`src/rtl/return_addr_stack.sv`:
```
// return_addr_stack: circular return-address stack with saturating count; RAS_RECOVER_EN adds checkpoint/restore ports.
module return_addr_stack #(
    parameter int DEPTH = 8,
    parameter int AW    = 32,
    localparam int PW   = $clog2(DEPTH)
) (
    input  logic          clk,
    input  logic          rst_n,
    input  logic          push_i,
    input  logic          pop_i,
    input  logic [AW-1:0] push_addr_i,
    input  logic          flush_i,
`ifdef RAS_RECOVER_EN
    output logic [PW-1:0] ckpt_ptr_o,
    output logic [PW:0]   ckpt_cnt_o,
    input  logic          restore_i,
    input  logic [PW-1:0] restore_ptr_i,
    input  logic [PW:0]   restore_cnt_i,
`endif
    output logic [AW-1:0] top_addr_o,
    output logic          top_valid_o
);
    localparam logic [PW:0] FULL = (PW+1)'(DEPTH);

    logic [AW-1:0] mem_q [DEPTH];
    logic [PW-1:0] ptr_q, ptr_d, wa;
    logic [PW:0]   cnt_q, cnt_d;
    logic          we, empty;

    assign empty       = cnt_q == '0;
    assign top_addr_o  = mem_q[ptr_q];
    assign top_valid_o = !empty;
`ifdef RAS_RECOVER_EN
    assign ckpt_ptr_o  = ptr_q;
    assign ckpt_cnt_o  = cnt_q;
`endif

    always_comb begin
        ptr_d = ptr_q;
        cnt_d = cnt_q;
        we    = 1'b0;
        wa    = ptr_q + 1'b1;
`ifdef RAS_RECOVER_EN
        if (restore_i) begin
            ptr_d = restore_ptr_i;
            cnt_d = restore_cnt_i > FULL ? FULL : restore_cnt_i;
        end else
`endif
        if (flush_i) begin
            ptr_d = '0;
            cnt_d = '0;
        end else if (push_i && pop_i && !empty) begin
            // call-and-return in one instruction replaces the top in place
            we = 1'b1;
            wa = ptr_q;
        end else if (push_i) begin
            we    = 1'b1;
            ptr_d = ptr_q + 1'b1;
            cnt_d = cnt_q == FULL ? FULL : cnt_q + 1'b1;
        end else if (pop_i && !empty) begin
            ptr_d = ptr_q - 1'b1;
            cnt_d = cnt_q - 1'b1;
        end
    end

    always_ff @(posedge clk or negedge rst_n) begin
        if (!rst_n) begin
            ptr_q <= '0;
            cnt_q <= '0;
            for (int i = 0; i < DEPTH; i++) mem_q[i] <= '0;
        end else begin
            ptr_q <= ptr_d;
            cnt_q <= cnt_d;
            if (we) mem_q[wa] <= push_addr_i;
        end
    end
endmodule

```
`config.mk`:
```
export PLATFORM = sky130hd
export DESIGN_NAME = return_addr_stack
export DESIGN_NICKNAME = d
export VERILOG_FILES = /design/src/rtl/return_addr_stack.sv
export SDC_FILE = /design/constraint.sdc
export NUM_CORES = 1
export LEC_CHECK = 0
export CAP_MARGIN = 30
export CORE_UTILIZATION = 25
export CTS_CLUSTER_DIAMETER = 50
export CTS_CLUSTER_SIZE = 25
export DETAILED_ROUTE_END_ITERATION = 12
export GPL_TIMING_DRIVEN = 0
export PLACE_DENSITY = 0.47
export SETUP_SLACK_MARGIN = 0.4
export SLEW_MARGIN = 40
export SYNTH_ARGS = -nofsm -noshare
export SYNTH_HDL_FRONTEND = slang
export SYNTH_SLANG_ARGS = --single-unit
```
`constraint.sdc`:
```
create_clock -name clk -period 3.5 [get_ports clk]
set_clock_uncertainty 0.15 [all_clocks]
set_input_delay 1.05 -clock clk [delete_from_list [all_inputs] [get_ports clk]]
set_output_delay 1.05 -clock clk [all_outputs]
set_load 0.05 [all_outputs]
```
# Yosys cells after proc, flatten, opt, wreduce, memory -nomap -nowiden
# Cells that the tools add are included.
op_classes:
  add_sub_neg: 4
  n_lt_le_gt_ge: 3
  n_eq_ne: 2
  muxes: 20
  bitwise_logic: 2
  reduce_logical: 8
ops:
  columns: ["cell", "count"]
  rows:
  - ["$bwmux W256", 1]
  - ["$bmux W32 S3", 1]
  - ["$demux W32 S3", 1]
  - ["$mux W32", 3]
  - ["$mux W4", 5]
  - ["$mux W3", 6]
  - ["$ge A4 B4 Y1 const B", 2]
  - ["$not A3 Y4", 2]
  - ["$add A4 B1 Y4 const B", 1]
  - ["$eq A4 B4 Y1 const B", 1]
  - ["$logic_and A1 B1 Y1", 4]
  - ["$logic_not A4 Y1", 1]
  - ["$lt A4 B1 Y1 const B", 1]
  - ["$sub A4 B1 Y4 const B", 1]
  - ["$add A3 B1 Y3 const B", 1]
  - ["$mux W1", 3]
  - ["$reduce_bool A3 Y1", 1]
  - ["$sub A3 B1 Y3 const B", 1]
  - ["$ne A2 B2 Y1 const B", 1]
  - ["$reduce_and A2 Y1", 1]
  - ["$logic_not A1 Y1", 1]
word_totals:
  regBits: 263
  word_cells: 49

# Longest topological paths before layout
# Gate-level depths: netlist of the first run.
depth:
  word_depth: 11
  depth_mapped: 10
  mapped_depth_nobuf: 7

# Worst setup path after synthesis of the first run
# Ideal clock, no wire load.
synth_timing:
  path_type: "flip-flop to output port"
  from: "register ptr_q[0]"
  to: "output top_addr_o[0]"
  t_arrival_ns: 2.052
  setup_slack_ns: 0.248
  stages_incl_launch_ff: 5
  path_buffers: 2
  path_cell_list: "dfrtp_1 -> buf_1 -> buf_2 -> mux4_2 -> mux2_2"
synth_between:
  elab_chain_cells: 4
synth_lines:
  columns: ["element", "line", "source"]
  rows:
  - ["start, declared", "26", "logic [PW-1:0] ptr_q, ptr_d, wa;"]
  - ["start signal, assigned", "72", "ptr_q <= ptr_d;"]
  - ["$not A3 Y4 (implied by the code)", "31", "assign top_addr_o = mem_q[ptr_q];"]
  - ["$bmux W32 S3", "31", null]
  - ["$mux W32 (implied by the code) (2 in a row)", "31", null]
  - ["end, declared", "20", "output logic [AW-1:0] top_addr_o,"]
# No other way between the ends. The select of a mux whose other input is x is not followed.

# Final worst setup path of the first run
layout_timing:
  from: "register ptr_q[2]"
  to: "output top_addr_o[4]"
# Same word-level chain as after synthesis.

==> run_results.csv, run 1 <==
group,metric,value,unit
final_layout,register_area,6580,um^2
cts,clk_root_buffer_cell,"clkbuf_16",
final_layout,area_growth,28.7,%
worst_setup_path,crit_path_start_kind,"register",
timing,fmax,285,MHz
timing,tightestPinTransition,0.478,ns
synthesis,ys_ff_latch,263,
detailed_routing,vias_per_cell,4.60,
synthesis,synth_warnings,0,
detailed_routing,wl_met1,14.7,mm
synthesis,synthCells,747,
synthesis,ys_types,48,
floorplanning,coreArea,47700,um^2
power,p_sw,0.00471,W
detailed_routing,drtAntennaViolNets,0,
detailed_routing,vias,6982,
status,status,"finished, violations left",
placement,place_congestion,0.707,
detailed_routing,wl_per_cell,20.1,um
floorplanning,fp-row-count,80,
power,leakage,6.71,nW
flow_run,maxCapViolCount,0,
final_layout,n_antenna_cell,0,
cts,cts_made_buffers,36,
final_layout,fillers,4631,
timing,fin_setup_tns,-0.00393,ns
timing,finalHoldViolations,0,
synthesis,async_flop_share,100,%
cts,clock_sinks,263,
worst_setup_path,critical_path_class,"reg -> out",
worst_setup_path,end_kind,"output port",
power,pwr-share-clk,26.5,%
power,seqPwrFrac,34.2,%
final_layout,layout-drive-gt1-share,54.8,%
cts,clk_path_buf_depth,3,
synthesis,synth_nets,788,
power,swShare,32.5,%
placement,io_buffers,68,
global_route,grt_max_degree,69,
timing,relSlewSlack,68.1,%
global_route,antenna_found_initial,1,
global_route,grt_util_all_layers,12.7,%
final_layout,layout_common_cells,"dfrtp_1 (261), mux2_2 (232), mux4_2 (64)",
floorplanning,io_pins,70,
worst_setup_path,cp_max_fo,10,
hold_path,hp-class,"in -> async",
timing,fin_ws,-0.00393,ns
cts,cts_tree,"built",
status,violations,"setup timing",
detailed_routing,drtIter0Drc,304,
detailed_routing,dr.pass1.iters,4,
floorplanning,start_util,25.4,%
placement,dpl.hpwl,18.7,mm
final_layout,final_common_cell,"dfrtp_1",
final_layout,multiInputGateArea,5380,um^2
power,power.internal,0.00978,W
synthesis,synth_area_per_cell,16.2,um^2
cts,htree_levels,2,
detailed_routing,wirelength,30.5,mm
timing,finalCriticalPeriod,3.50,ns
detailed_routing,drc,0,
timing,finalSetupViolCount,1,
synthesis,synth_area,12100,um^2
floorplanning,die_area,49300,um^2
floorplanning,die_x,222,um
worst_setup_path,cp.arrival,2.30,ns
floorplanning,fp.dieH,222,um
detailed_routing,wl_met2,14.1,mm
timing,period_share,100,%
power,power.density,930,nW/um^2
cts,clk_latency,0.52,ns
timing,rsz0062_at_grt,"true",
synthesis,yosysSeqAreaShare,54.3,%
global_route,first_global_vias,7675,
detailed_routing,top_layer,"met5",
synthesis,synth_enable_flop_cells,0,
cts,path_clk_slew,0.06,ns
power,vdd_drop_max,0.000522,V
global_route,grt_pass1_wl,47.9,mm
power,power_frac_comb,39.3,%
timing,whs,0.273,ns
global_route,overflow,0,
worst_setup_path,crit_required,2.30,ns
synthesis,synth_ff_type,"dfrtp_1",
final_layout,final_nets,917,
worst_setup_path,rrSetupSlack,0.62,ns
timing,maxSlewViolCount,0,
detailed_routing,wl_met3,1.10,mm
[cell usage after synthesis, drive strengths merged, types with 2 or more instances]
cell type | count | area, um^2
mux4 | 64 | 1440
o211ai | 3 | 27.5
a211oi | 6 | 55.1
ha | 4 | 50.1
mux2 | 288 | 3240
o21ai | 2 | 10.0
or4 | 3 | 22.5
clkbuf | 9 | 33.8
nand3b | 2 | 15.0
buf | 39 | 213
a21oi | 9 | 45.0
o221ai | 3 | 32.5
inv | 6 | 22.5
nand2b | 5 | 31.3
nor2b | 4 | 25.0
dfrtp | 263 | 6580
nor2 | 4 | 15.0
and4 | 2 | 17.5
nand2 | 2 | 7.51
nor3b | 2 | 26.3
nor3 | 7 | 35.0
[what timing repair did]
item,in CTS,in global routing
endpoints found under the setup margin,285,168
hold buffers,0,0
buffers inserted,16,1
cloned,1,1
gates resized for setup,342,15
pin swaps,6,2
[path summary, 6_finish.rpt]
check,startpoint,end,cells past startpoint
min,rst_n,mem_q[155]$_DFFE_PN0P_,1
min in group clk,mem_q[134]$_DFFE_PN0P_,mem_q[134]$_DFFE_PN0P_,1
min reg2reg,mem_q[134]$_DFFE_PN0P_,mem_q[134]$_DFFE_PN0P_,1
max reg2reg,cnt_q[0]$_DFFE_PN0P_,mem_q[229]$_DFFE_PN0P_,8
max in group asynchronous,rst_n,mem_q[83]$_DFFE_PN0P_,4
max,ptr_q[2]$_DFFE_PN0P_,top_addr_o[4],4
[power groups by stage]
stage | Sequential (W) | Clock (W) | Combinational [W]
detailed placement | 0.00502 | 0 | 0.00515
CTS | 0.00497 | 0.00396 | 0.00569
finish | 0.00496 | 0.00384 | 0.00569
global route | 0.00515 | 0.00408 | 0.00605
global placement | 0.00501 | 0 | 0.00508
floorplan | 0.00480 | 0 | 0.00384
[registers in the layout, indices dropped and copies added, names as in the netlist]
signal and count:
cnt_q 4, mem_q 256, ptr_q 3
[cells by family (layout without fill, tap and decap cells)]
family,count (synthesis),count (layout),synth area share (%)
simple gates,38,38,2.05
flops,263,263,54.3
compound gates,33,33,2.13
mux,352,352,38.7
xor+xnor,2,2,0.145
fa+ha+maj,4,4,0.413
buf+inv,55,210,2.25
[area by class of cell]
type	count	area share [%]
Tap cell	615	4.94
Clock buffer	42	6.25
Buffer	48	3.26
Multi-Input combinational cell	429	34.5
Clock inverter	22	1.87
Inverter	7	0.169
Sequential cell	263	42.2
Timing Repair Buffer	91	6.74
[routing by layer]
metal  global-route usage, %  up-vias
li1                        -     3087
met1                    18.3     3738
met2                    19.6      109
met3                    2.13       46
met4                    3.41        2
met5                       0        -
[critical path, stage by stage (launching register included)]
cell,delay (ns)
dfrtp_1,0.42
clkbuf_2,0.34
clkbuf_4,0.40
mux2_2,0.40
buf_2,0.22
[through the flow]
step | cell area, um^2 | std cells | worst slack (ns) | total power (W) | utilization (%)
floorplan | 12100 | 747 | 0.428 | 0.00863 | -
global placement | 13600 | 1430 | -10.97 | 0.0101 | 28.4
detailed placement | 13700 | 1434 | -0.851 | 0.0102 | 28.7
CTS | 15500 | 1515 | -0.0442 | 0.0146 | 32.5
global route | 15600 | 1517 | -0.0676 | 0.0153 | 32.6
finish | 15600 | 1517 | -0.00393 | 0.0145 | 32.6
Note: power is estimated with default switching activity, not from simulation.
==> run 2, diff against run 1 <==
- HOLD_SLACK_MARGIN: unset -> 0.05
==> results of run 2 <==
The final DEF is identical to that of run 1; final timing and power are the same.
==> run 3, diff against run 2 <==
- CTS_CLUSTER_DIAMETER: 50 -> 100
==> run 3 against run 2 <==
Effect of this change: sequential share of layout area up 2.4 points; sequential cell count unchanged; final cell count is 2.7% lower; global-route usage shrank 0.35 points; the flow now finishes without violations; first-iteration DRC count rose by 27%; power fell by 14%; via count fell by 2.7%; critical path depth increased by 1; final area fell by 5.4%; sequential power hardly changed; hold slack worse by 0.0024 ns.
==> run_results.csv, run 3 (synthesized netlist as in run 1, its figures left out) <==
group,metric,value,unit
global_route,antenna_found_initial,1,
detailed_routing,drtAntennaViolNets,0,
timing,finalCriticalPeriod,3.48,ns
detailed_routing,vias,6790,
final_layout,fillers,4703,
power,leakage,6.32,nW
final_layout,final_common_cell,"dfrtp_1",
power,seqPwrFrac,39.6,%
power,p_sw,0.00428,W
global_route,grt_util_all_layers,12.3,%
final_layout,final_nets,897,
power,power.internal,0.00820,W
floorplanning,fp.dieH,222,um
power,swShare,34.3,%
cts,cts_hold_buffers,0,
worst_setup_path,crit_path_start_kind,"register",
floorplanning,die_x,222,um
global_route,first_global_vias,7396,
power,power_frac_comb,45.6,%
final_layout,layout-drive-gt1-share,52.5,%
timing,finalHoldViolations,0,
flow_run,maxCapViolCount,0,
placement,io_buffers,68,
timing,fin_ws,0.0158,ns
cts,clock_sinks,263,
floorplanning,io_pins,70,
final_layout,register_area,6580,um^2
hold_path,hp-class,"in -> async",
final_layout,n_antenna_cell,0,
floorplanning,fp-row-count,80,
global_route,overflow,0,
cts,clk_root_buffer_cell,"clkbuf_16",
final_layout,layout_common_cells,"dfrtp_1 (261), mux2_2 (227), mux4_2 (64)",
detailed_routing,drtIter0Drc,387,
timing,period_share,99.5,%
placement,dp_slack,-0.851,ns
timing,maxSlewViolCount,0,
power,power.density,846,nW/um^2
cts,clk_path_buf_depth,3,
cts,cts_tree,"built",
detailed_routing,wl_per_cell,20.3,um
detailed_routing,drc,0,
cts,clk_latency,0.51,ns
cts,cts_made_buffers,14,
timing,fin_setup_tns,0,ns
final_layout,multiInputGateArea,5410,um^2
power,vdd_drop_max,0.000544,V
final_layout,area_growth,21.8,%
status,status,"completed",
timing,fmax,287,MHz
timing,relSlewSlack,64.1,%
placement,place_congestion,0.707,
worst_setup_path,cp.arrival,2.28,ns
global_route,grt_pass1_wl,46.9,mm
worst_setup_path,cp_max_fo,10,
timing,finalSetupViolCount,0,
power,power,0.0125,W
detailed_routing,vias_per_cell,4.60,
global_route,grt_max_degree,69,
cts,htree_levels,1,
timing,rsz0062_at_grt,"true",
final_layout,max_flop_register,"mem_q",
detailed_routing,dr.pass1.iters,4,
worst_setup_path,crit_required,2.30,ns
timing,tightestPinTransition,0.538,ns
final_layout,final_core_util,30.9,%
floorplanning,die_area,49300,um^2
final_layout,top_regs,"mem_q x256, cnt_q x4, ptr_q x3",
final_layout,largest_reg_flops,256,
worst_setup_path,end_kind,"output port",
power,pwr-share-clk,14.9,%
detailed_routing,wirelength,29.9,mm
placement,dpl.hpwl,18.7,mm
worst_setup_path,critical_path_class,"reg -> out",
floorplanning,start_util,25.4,%
floorplanning,coreArea,47700,um^2
cts,path_clk_slew,0.11,ns
[run 3: changes by cell type in the layout (fill, tap and decap cells not counted), sizes merged, moves of 3 or more]
cell	previous run	this run
clkbuf	51	27
inv	12	6
bufinv	5	0
clkinv	8	3
buf	96	99
clkinvlp	4	0
[run 3: final timing paths]
check,from,to,slack (ns),cells after the start
max in group asynchronous,rst_n,mem_q[82]$_DFFE_PN0P_,1.67,4
hold reg to reg,mem_q[133]$_DFFE_PN0P_,mem_q[133]$_DFFE_PN0P_,0.34,1
min in group clk,mem_q[133]$_DFFE_PN0P_,mem_q[133]$_DFFE_PN0P_,0.34,1
setup reg to reg,cnt_q[1]$_DFFE_PN0P_,mem_q[240]$_DFFE_PN0P_,0.58,8
hold / removal,rst_n,mem_q[155]$_DFFE_PN0P_,0.27,1
setup / recovery,ptr_q[0]$_DFFE_PN0P_,top_addr_o[23],0.02,5
[run 3: worst max-delay path, cell delays in order, from the launching register on]
cell	delay, ns
dfrtp_2	0.43
buf_12	0.18
buf_12	0.17
mux4_2	0.53
mux2_4	0.30
buf_6	0.15
[run 3: area by class of cell]
cell class	count	share of cell area [%]
buffer	48	3.43
inverter	7	0.178
multi-input combinational	429	36.6
timing repair buffer	93	7.06
tap	615	5.22
clock buffer	19	2.78
sequential	263	44.6
clock inverter	2	0.0678
[run 3: timing repair]
| action | in CTS | in global routing |
|---|---|---|
| gates cloned | 1 | 1 |
| pin swaps | 6 | 1 |
| buffers inserted | 15 | 4 |
| endpoints found under the setup margin | 285 | 121 |
| resized for setup | 327 | 34 |
[run 3: power groups by stage]
| stage | registers [W] | clock network (W) | logic [W] |
|---|---|---|---|
| global placement | 0.00501 | 0 | 0.00508 |
| CTS | 0.00495 | 0.00195 | 0.00561 |
| floorplan | 0.00480 | 0 | 0.00384 |
| detailed placement | 0.00502 | 0 | 0.00515 |
| global route | 0.00512 | 0.00205 | 0.00605 |
| finish | 0.00494 | 0.00186 | 0.00569 |
[run 3: metrics by stage]
stage | hold WS, ns | instance area, um^2 | std cells
floorplan | 0.302 | 12100 | 747
global placement | 0.315 | 13600 | 1430
detailed placement | 0.320 | 13700 | 1434
CTS | 0.272 | 14600 | 1471
global route | 0.281 | 14800 | 1476
finish | 0.270 | 14800 | 1476
[run 3: metal layers]
layer | GRT usage, % | part of all wire (%)
met1 | 18.1 | 49
met2 | 19.6 | 46
met3 | 1.51 | 2.9
met4 | 2.22 | 1.5
met5 | 0 | 0.043
